File: src/rtl/rx_fifo_ctrl.sv
// Receive-side sequencer: captures UART receiver bytes into a small FIFO, acknowledges them with data_read, and keeps saturating error counts.
// Latency: data_read one cycle after data_ready is sampled; the entry is visible on rd_* one edge later. Backpressure: a full FIFO leaves the byte waiting in the receiver.
module rx_fifo_ctrl #(
    parameter int DEPTH = 4,
    parameter int CNT_W = 8
) (
    input  logic                     clk,
    input  logic                     rst,
    input  logic                     data_ready,
    input  logic [7:0]               rx_data,
    input  logic                     overrun_error,
    input  logic                     framing_error,
    output logic                     data_read,
    output logic                     rd_valid,
    output logic [7:0]               rd_data,
    output logic                     rd_ferr,
    input  logic                     rd_ready,
    output logic [$clog2(DEPTH):0]   fifo_count,
    output logic [CNT_W-1:0]         ovr_cnt,
    output logic [CNT_W-1:0]         ferr_cnt,
    input  logic                     clr_cnt
);
    localparam int AW = $clog2(DEPTH);
    localparam logic [AW:0] FULL_LVL = (AW + 1)'(DEPTH);

    typedef enum logic [1:0] {
        IDLE     = 2'd0,
        CAPTURE  = 2'd1,
        WAIT_CLR = 2'd2
    } state_t;

    state_t          state;
    logic [AW-1:0]   wr_ptr;
    logic [AW-1:0]   rd_ptr;
    logic [8:0]      mem [DEPTH];
    logic            ovr_prev;
    logic            wr_en;
    logic            pop;
    logic            ovr_rise;

    assign wr_en    = (state == CAPTURE);
    assign rd_valid = (fifo_count != '0);
    assign pop      = rd_valid & rd_ready;
    assign rd_data  = mem[rd_ptr][7:0];
    assign rd_ferr  = mem[rd_ptr][8];
    assign ovr_rise = overrun_error & ~ovr_prev;

    // Storage needs no reset: contents are ignored while fifo_count is zero.
    always_ff @(posedge clk) begin
        if (!rst && wr_en)
            mem[wr_ptr] <= {framing_error, rx_data};
    end

    always_ff @(posedge clk) begin
        if (rst) begin
            state      <= IDLE;
            data_read  <= 1'b0;
            wr_ptr     <= '0;
            rd_ptr     <= '0;
            fifo_count <= '0;
            ovr_prev   <= 1'b0;
            ovr_cnt    <= '0;
            ferr_cnt   <= '0;
        end else begin
            case (state)
                IDLE: begin
                    if (data_ready && (fifo_count < FULL_LVL)) begin
                        state     <= CAPTURE;
                        data_read <= 1'b1;
                    end
                end
                CAPTURE: begin
                    state     <= WAIT_CLR;
                    data_read <= 1'b0;
                end
                WAIT_CLR: begin
                    data_read <= 1'b0;
                    if (!data_ready)
                        state <= IDLE;
                end
                default: begin
                    state     <= IDLE;
                    data_read <= 1'b0;
                end
            endcase

            if (wr_en)
                wr_ptr <= wr_ptr + 1'b1;
            if (pop)
                rd_ptr <= rd_ptr + 1'b1;

            case ({wr_en, pop})
                2'b10:   fifo_count <= fifo_count + 1'b1;
                2'b01:   fifo_count <= fifo_count - 1'b1;
                default: fifo_count <= fifo_count;
            endcase

            // Clear wins over any same-cycle increment.
            ovr_prev <= overrun_error;
            if (clr_cnt) begin
                ovr_cnt  <= '0;
                ferr_cnt <= '0;
            end else begin
                if (ovr_rise && (ovr_cnt != '1))
                    ovr_cnt <= ovr_cnt + 1'b1;
                if (wr_en && framing_error && (ferr_cnt != '1))
                    ferr_cnt <= ferr_cnt + 1'b1;
            end
        end
    end
endmodule

File: config.mk
export PLATFORM = sky130hd
export DESIGN_NAME = rx_fifo_ctrl
export DESIGN_NICKNAME = d
export VERILOG_FILES = /design/src/rtl/rx_fifo_ctrl.sv
export SDC_FILE = /design/constraint.sdc
export NUM_CORES = 1
export LEC_CHECK = 0
export BUFFER_PORTS_ARGS = -buffer_cell sky130_fd_sc_hd__buf_4
export CAP_MARGIN = 20
export CORE_ASPECT_RATIO = 1.2
export CORE_MARGIN = 1.5
export CORE_UTILIZATION = 50
export DETAILED_ROUTE_END_ITERATION = 16
export PLACE_DENSITY_LB_ADDON = 0.25
export SYNTH_ARGS = -nofsm -noshare
export SYNTH_HDL_FRONTEND = slang
export SYNTH_SLANG_ARGS = --single-unit
File: constraint.sdc
create_clock -name clk -period 2.8 [get_ports clk]
set_input_delay 0.28 -clock clk [delete_from_list [all_inputs] [get_ports clk]]
set_output_delay 0.28 -clock clk [all_outputs]
set_load 0.05 [all_outputs]
==> Word-level counts from Yosys, hierarchy flattened <==
Memories as Yosys holds them, arrays and structs flattened. A register that Yosys moved wholly into a read port is not among the register bits.
Index checks and enable logic that the tools add are counted.
{ "op_classes": {"shifts": 0, "order_cmp": 1, "div": 0, "mul": 0, "n_addsub": 6, "reduce_logical": 12, "mux": 8, "n_eq_ne": 8, "bitwise_logic": 4} }
{ "op_table": {"columns": ["cell", "n"], "rows": [
  ["$add A8 B1 Y8 const B", 2],
  ["$ne A8 B8 Y1 const B", 2],
  ["$mux W2", 4],
  ["$pmux W2 S3", 1],
  ["$pmux W3 S2", 1],
  ["$logic_and A1 B1 Y1", 5],
  ["$add A2 B1 Y2 const B", 2],
  ["$eq A2 B1 Y1 const B", 2],
  ["$eq A2 B2 Y1 const B", 2],
  ["$ne A2 B2 Y1 const B", 2],
  ["$reduce_or A2 Y1", 2],
  ["$add A3 B1 Y3 const B", 1],
  ["$lt A3 B3 Y1 const B", 1],
  ["$reduce_bool A3 Y1", 1],
  ["$sub A3 B1 Y3 const B", 1],
  ["$and A1 B1 Y1", 2],
  ["$logic_not A2 Y1", 1],
  ["$mux W1", 2],
  ["$not A1 Y1", 2],
  ["$reduce_and A2 Y1", 1],
  ["$reduce_bool A2 Y1", 1],
  ["$logic_not A1 Y1", 1]
]} }
{ "totals": {"ramBits": 36, "latchBits": 0, "rom_bits": 0, "elab_cells": 48, "output_inout_bits": 30, "register_bits": 27, "mem_count": 1} }
{ "mem_list": {"columns": ["name", "depth", "width", "read_ports", "rd_clocked_by_memory_dff", "write_ports", "line", "source"], "rows": [
  ["mem", 4, 9, 1, 1, 1, "35", "logic [8:0] mem [DEPTH];"]
]} }

==> Logic depth before layout (Yosys ltp) <==
Gate-level depths: netlist of run 1.
{ "logic_depth": {"depth_word": 4, "depth_mapped": 8, "depth_no_buf": 7} }

==> Worst setup path before layout of run 1 <==
No wires, ideal clock.
{ "synth_path": {"path_type": "register -> register", "from": "register fifo_count[0]", "to": "register fifo_count[2]", "slack_ns": 0.637, "setup_ns": 0.071, "period_less_slack_ns": 2.163, "arrival_time_ns": 2.092, "n_path_buf": 0, "required_time_ns": 2.729, "path_stages_with_launch": 8, "cell_sequence": "dfxtp_1 > o31a_1 > ha_1 > inv_1 > fa_1 > xor2_1 > or3_1 > a21oi_1"} }
{ "synth_between": {"elab_chain_cells": 4, "word_cells_on_any_way": 8, "cone_classes": "add/sub: 2; eq/ne: 2; mux: 1; bitwise: 1; reduce/logical: 2"} }
{ "synth_rtl": {"columns": ["item", "line", "source"], "rows": [
  ["from (decl)", "18", "output logic [$clog2(DEPTH):0] fifo_count,"],
  ["from (signal assigned)", "93", "2'b10: fifo_count <= fifo_count + 1'b1;"],
  ["from (signal assigned)", "94", "2'b01: fifo_count <= fifo_count - 1'b1;"],
  ["from (signal assigned)", "95", "default: fifo_count <= fifo_count;"],
  ["$reduce_bool A3 Y1", "42", "assign rd_valid = (fifo_count != '0);"],
  ["$and A1 B1 Y1", "43", "assign pop = rd_valid & rd_ready;"],
  ["$eq A2 B1 Y1 or $eq A2 B2 Y1 (tied branches)", "92", "case ({wr_en, pop})"],
  ["$pmux W3 S2 or $reduce_bool A2 Y1 (tied branches)", null, null]
]} }
Several ways; a longest one is shown, not always the timed one.
A chain may end at the register's enable or synchronous reset.

==> run summary, run 1 <==
Worst slew margin -> 58.6%
Detail Route Antenna Nets -> 0
Post-detail-place hpwl -> 3100 um
I/O Pins -> 45
Number of synthesized flops with an enable pin -> 36
I/O Buffers -> 44
Setup crit start kind -> flip-flop
Max IR drop VDD -> 473 uV
Clk buf depth -> 2
Dpl cell area -> 3030 sq um
Gate Count Post-Synth -> 193
Nets -> 264
Clock Pin Slew Worst Setup and Hold Paths -> 0.07 ns
Htree depth -> 3
Total CTS buffers -> 9
DR vias -> 1657
Max stage delay on crit path -> 0.72 ns
Area delta synth->final -> 20.9%
Clock Sinks -> 65
First-pass GRT wire length -> 7620 um
Diodes inserted -> 0
Vias/cell -> 5.42
Post-Syn Area -> 2650 sq um
Die Wd -> 69.5 um
Residual DRC -> 0
Final Cell Area -> 3210 sq um
Worst EP required -> 2.52 ns
WP buf/inv -> 1
Fraction of layout cells with a size suffix above 1 -> 28.5%
Placed cells -> 290
Outcome -> completed
Critical path arrival -> 1.86 ns
Crit-path cells -> mux4_2, buf_4
Routed wire length -> 4600 um
Antenna violations before repair -> 0
Root buffer cell -> clkbuf_8
Top-count cell post-synth -> edfxtp_1
Drt initial violations -> 98
Setup repair bufs after CTS -> 0
Main area contributors after synthesis -> edfxtp_1 (41%), dfxtp_1 (22%), mux4_2 (7.6%), ha_1 (3.3%), nor2_1 (2.7%)
Highest-delay cell along the critical path -> dfxtp_1
Ys async rst share -> 0%
Synth unique cells -> 45
Sequential-to-total area share from yosys stat -> 62.6%
Post_cts resized -> 0
Slew @ Worst Pin -> 0.620 ns
Power Dens Cells -> 760 nW/um^2
Clock skew -> 0.00443 ns
Slew Limit Fails -> 0
#FFs+latches synth -> 65
Met3 global-route usage -> 4.37%
Share of the synthesized area in the top cell type -> 40.7%
Number of global-route vias before repair -> 1641
Largest net degree at the start of global routing -> 17
Die area -> 5760 sq um
Worst-skew pair later-pin latency -> 0.33 ns
Fin crit share -> 76.3%
Crit. End Element -> output pin
Initial core utilization -> 53.0%
Ys Warns -> 0
GR Layer Usage met2 -> 28.1%
RSZ-0062 raised after global routing -> no
Die height -> 82.8 um
Core area -> 5010 sq um
CTS tree -> done
Setup total negative slack -> 0 ns
Syn Nets -> 216
RePlAce Congestion -> 0.697
GR Overflow Total -> 0
Leak Pwr -> 1.20 nW
Fmax -> 468 MHz
Final hold vios -> 0
Met1 usage -> 20.7%
Hold buffer count at CTS -> 0
Post-synth top cells -> edfxtp_1 (36), dfxtp_1 (29), nor2_1 (19)
Period minus WS final -> 2.14 ns
DR WL/cell -> 15.0 um
CP Max Fanout -> 9
Non-filler cells, final -> 306
Num rows -> 28
Dominant cell type by area after synthesis -> edfxtp_1
DRT Pass-1 Iters -> 4
Family with the most delay on the worst path -> flip-flops
Commonest register cell after synthesis -> edfxtp_1
Mean Syn Cell Area -> 13.8 sq um
Max-cap violations -> 0
Pwr Total -> 2.44 mW
Hold Path Class -> in2reg
Final setup viols -> 0
Worst Setup Path Type -> reg2out
Tot GR Track Use -> 17.1%
Global route hottest layer -> met2
## registers in the layout, summed over array words and instances (netlist names), named ones only
name        flops
ovr_prev        1
ferr_cnt        8
fifo_count      3
rd_ptr          2
data_read       1
state           2
ovr_cnt         8
mem            36
wr_ptr          2
## power breakdown
part	leakage [nW]	total, mW	switching [mW]	internal [mW]
Clock	0.0918	0.729	0.323	0.406
Combinational	0.549	0.586	0.358	0.228
Sequential	0.560	1.12	0.0695	1.05
Total	1.20	2.44	0.750	1.69
## cells in the final DEF, fill, tap and decap left out, types with 3 or more instances in the layout
cell type  synthesis  final
buf_4              0     44
edfxtp_1          36     36
dfxtp_1           29     29
nor2_1            19     19
mux4_2             9      9
a21oi_1            9      9
clkbuf_8           0      9
xor2_1             7      7
ha_1               7      7
inv_1              6      6
o21ai_0            5      5
mux2i_1            5      5
and2_1             4      4
nand2_1            4      4
nand3_1            4      4
or3_1              3      3
nand4_1            3      3
nor3_1             3      3
a211oi_1           3      3
clkbuf_1           4      3
## cells by family after synthesis
kind of cell	count (synthesis)	share of synthesized area, %
mux	14	9.52
compound gates	27	6.46
xor+xnor	9	2.97
fa+ha+maj	8	4.05
buf+inv	13	1.93
flops	65	62.6
simple gates	57	12.4
## cell type report
class / count / area (sq um)
fillers: 386 / 1800
flip-flops and latches: 65 / 1660
multi-input cells: 115 / 941
repair buffers: 44 / 330
clock buffers: 12 / 135
well taps: 60 / 75.1
clock inverters: 4 / 43.8
inverters: 6 / 22.5
## per-stage QoR
step,hold slack (ns),utilization (%),worst slack [ns]
final,0.150,64.1,0.664
after global routing,0.139,64.1,0.531
after CTS,0.140,64.1,0.615
after detailed placement,0.476,60.5,0.893
after global placement,0.464,60.5,0.912
after floorplan,0.352,-,0.637
## routing by layer
layer	vias to the layer above	routed length, um	share of wire, %
met4	0	87	1.9
met2	45	2340	51
met1	787	1980	43
met5	-	0	0
met3	9	179	3.9
li1	816	-	-
## worst paths after layout
path,start,end,slack (ns),cells after the start
worst max-delay path,flip-flop,rd_ferr,0.66,2
worst max register to register,state[1],fifo_count[2],0.88,7
worst min-delay path,rx_data[6],mem[2][6],0.15,1
worst min register to register,state[1],state[0],0.48,1
Power figures use the tool's default switching activity.
==> inputs of run 2 (changes only) <==
==> constraint.sdc (replaced) <==
create_clock -name clk -period 1.85 [get_ports clk]
set_input_delay 0.185 -clock clk [delete_from_list [all_inputs] [get_ports clk]]
set_output_delay 0.185 -clock clk [all_outputs]
set_load 0.05 [all_outputs]
==> run 2 against run 1 <==
Net effect: design area up 1.8%; flip-flop and latch count unchanged; critical path depth up 5; count of clock-buffer cells in the layout down 1; sequential share of layout area down 0.47 points; die area unchanged; worst hold slack worse by 0.096 ns; total power up 48%; critical path type is now reg2reg; largest cell class unchanged; largest power group unchanged.
==> run summary, run 2 (same netlist as run 1, synthesis figures left out) <==
Diodes inserted -> 0 (unchanged)
Dpl cell area -> 3100 sq um (+2.4%)
Num rows -> 28 (unchanged)
Hold Path Class -> in2reg
Commonest non-fill, non-tap cells in the layout -> buf_4 (51), edfxtp_1 (36), dfxtp_1 (23), nor2_1 (19)
Met1 usage -> 20.0% (-0.69 points)
Clock Pin Slew Worst Setup and Hold Paths -> 0.07 ns (about the same)
Htree depth -> 3 (unchanged)
Fraction of layout cells with a size suffix above 1 -> 33.9% (+5.4 points)
Critical path arrival -> 2.04 ns (+0.18 ns)
CTS tree -> done
Max-cap violations -> 0 (unchanged)
Die height -> 82.8 um (unchanged)
Final Cell Area -> 3270 sq um (+1.8%)
RePlAce Congestion -> 0.751 (+7.7%)
Worst EP required -> 2.11 ns (-0.41 ns)
Detail Route Antenna Nets -> 0 (unchanged)
Pre-CTS setup slack -> 0.0204 ns (-0.873 ns)
Worst slew margin -> 69.6% (+11 points)
Power Dens Cells -> 1110 nW/um^2 (+45%)
Origin of the critical flop-to-flop path -> fifo_count[2]
DRT Pass-1 Iters -> 4 (unchanged)
Setup crit start kind -> flip-flop
Die Wd -> 69.5 um (unchanged)
Slew @ Worst Pin -> 0.451 ns (-0.170 ns)
Slew Limit Fails -> 0 (unchanged)
Core area -> 5010 sq um (unchanged)
Fill count -> 379 (-1.8%)
Number of global-route vias before repair -> 1668 (+1.6%)
Residual DRC -> 0 (unchanged)
Initial core utilization -> 53.0% (unchanged)
Setup total negative slack -> 0 ns (unchanged)
GR Layer Usage met2 -> 29.2% (+1.0 points)
Routed wire length -> 4570 um (-0.63%)
Total CTS buffers -> 9 (unchanged)
Worst-skew pair later-pin latency -> 0.33 ns (about the same)
Antenna violations before repair -> 0 (unchanged)
CP Max Fanout -> 6 (-3)
Largest net degree at the start of global routing -> 17 (unchanged)
I/O Buffers -> 44 (unchanged)
Largest regs -> mem (36), ferr_cnt (8), ovr_cnt (8)
Max FFs per register -> 36 (unchanged)
Pwr Total -> 3.61 mW (+48%)
DR vias -> 1694 (+2.2%)
Tot GR Track Use -> 17.2% (+0.095 points)
Clock skew -> 0.00892 ns (+0.00449 ns)
Hold buffer count at CTS -> 0 (unchanged)
Fmax -> 563 MHz
Outcome -> completed
Worst Setup Path Type -> reg2reg
Nets -> 272 (+3.0%)
Commonest non-fill, non-tap cell in the layout -> buf_4
Vias/cell -> 5.39 (-0.37%)
Drt initial violations -> 93 (-5.1%)
Area delta synth->final -> 23.1%
Global route hottest layer -> met2
Final WS setup -> 0.0737 ns (-0.590 ns)
Worst Min Path Start -> rx_data[7]
RSZ-0062 raised after global routing -> no
Leak Pwr -> 1.24 nW (+3.0%)
Root buffer cell -> clkbuf_8
First-pass GRT wire length -> 7690 um (+0.91%)
Post-detail-place hpwl -> 3210 um (+3.5%)
GR Overflow Total -> 0 (unchanged)
Largest Register -> mem
I/O Pins -> 45 (unchanged)
Clk buf depth -> 2 (unchanged)
Period minus WS final -> 1.78 ns
Fin crit share -> 96.0%
CP Launch Point -> fifo_count[2]
Final hold vios -> 0 (unchanged)
Die area -> 5760 sq um (unchanged)
DR WL/cell -> 14.5 um (-3.2%)
Met3 global-route usage -> 5.22% (+0.85 points)
Crit. End Element -> flip-flop
Final setup viols -> 0 (unchanged)
Clock Sinks -> 65 (unchanged)
Max IR drop VDD -> 779 uV (+65%)
==> run 2: changes by cell type in the layout (fill, tap and decap cells not counted), moves of 3 or more <==
cell,delta
dfxtp_4,+3
dfxtp_1,-6
buf_4,+7
dfxtp_2,+3
==> run 2: layout make-up <==
class	instances	area [sq um]	area share, %
flip-flops and latches	65	1680	51.3
multi-input cells	115	946	28.9
repair buffers	52	394	12.1
clock buffers	11	131	4.02
well taps	60	75.1	2.30
clock inverters	5	22.5	0.689
inverters	6	22.5	0.689
==> run 2: repair_timing <==
item                                    CTS  global route
endpoints found under the setup margin    1             3
gates resized for setup                   0             2
pin swaps                                 1             1
setup buffers                             1             0
==> run 2: power by group <==
part	total [mW]	switching (mW)	leakage, nW	internal [mW]
Sequential	1.66	0.0568	0.564	1.60
Clock	0.961	0.491	0.0819	0.470
Combinational	0.989	0.601	0.591	0.388
Total	3.61	1.15	1.24	2.46
==> run 2: worst max-delay path, cell delays in order (launching register included) <==
cell and delay [ns]:
dfxtp_4 0.36, o31a_1 0.17, ha_2 0.19, inv_1 0.05
fa_2 0.33, xor2_1 0.15, or3_1 0.31, a21oi_1 0.14
==> run 2: per-layer routing <==
| metal | wire length (um) | vias to the layer above | part of all wire [%] |
|---|---|---|---|
| met4 | 57 | 0 | 1.2 |
| met1 | 1920 | 813 | 42 |
| li1 | - | 834 | - |
| met3 | 197 | 8 | 4.3 |
| met2 | 2390 | 39 | 52 |
| met5 | 0 | - | 0 |
==> run 2: final timing paths <==
check,slack (ns),end,cells past startpoint
max reg2reg,0.07,fifo_count[2],7
max,0.07,fifo_count[2],7
min,0.05,mem[0][7],1
min reg2reg,0.46,state[0],1
==> run 2: per-stage QoR <==
stage                     util [%]  instances  hold WS (ns)
after global placement        61.9        297         0.388
after floorplan                  -        193         0.257
after CTS                     65.1        314        0.0378
final                         65.2        314        0.0541
after global routing          65.2        314        0.0400
after detailed placement      61.9        297         0.389
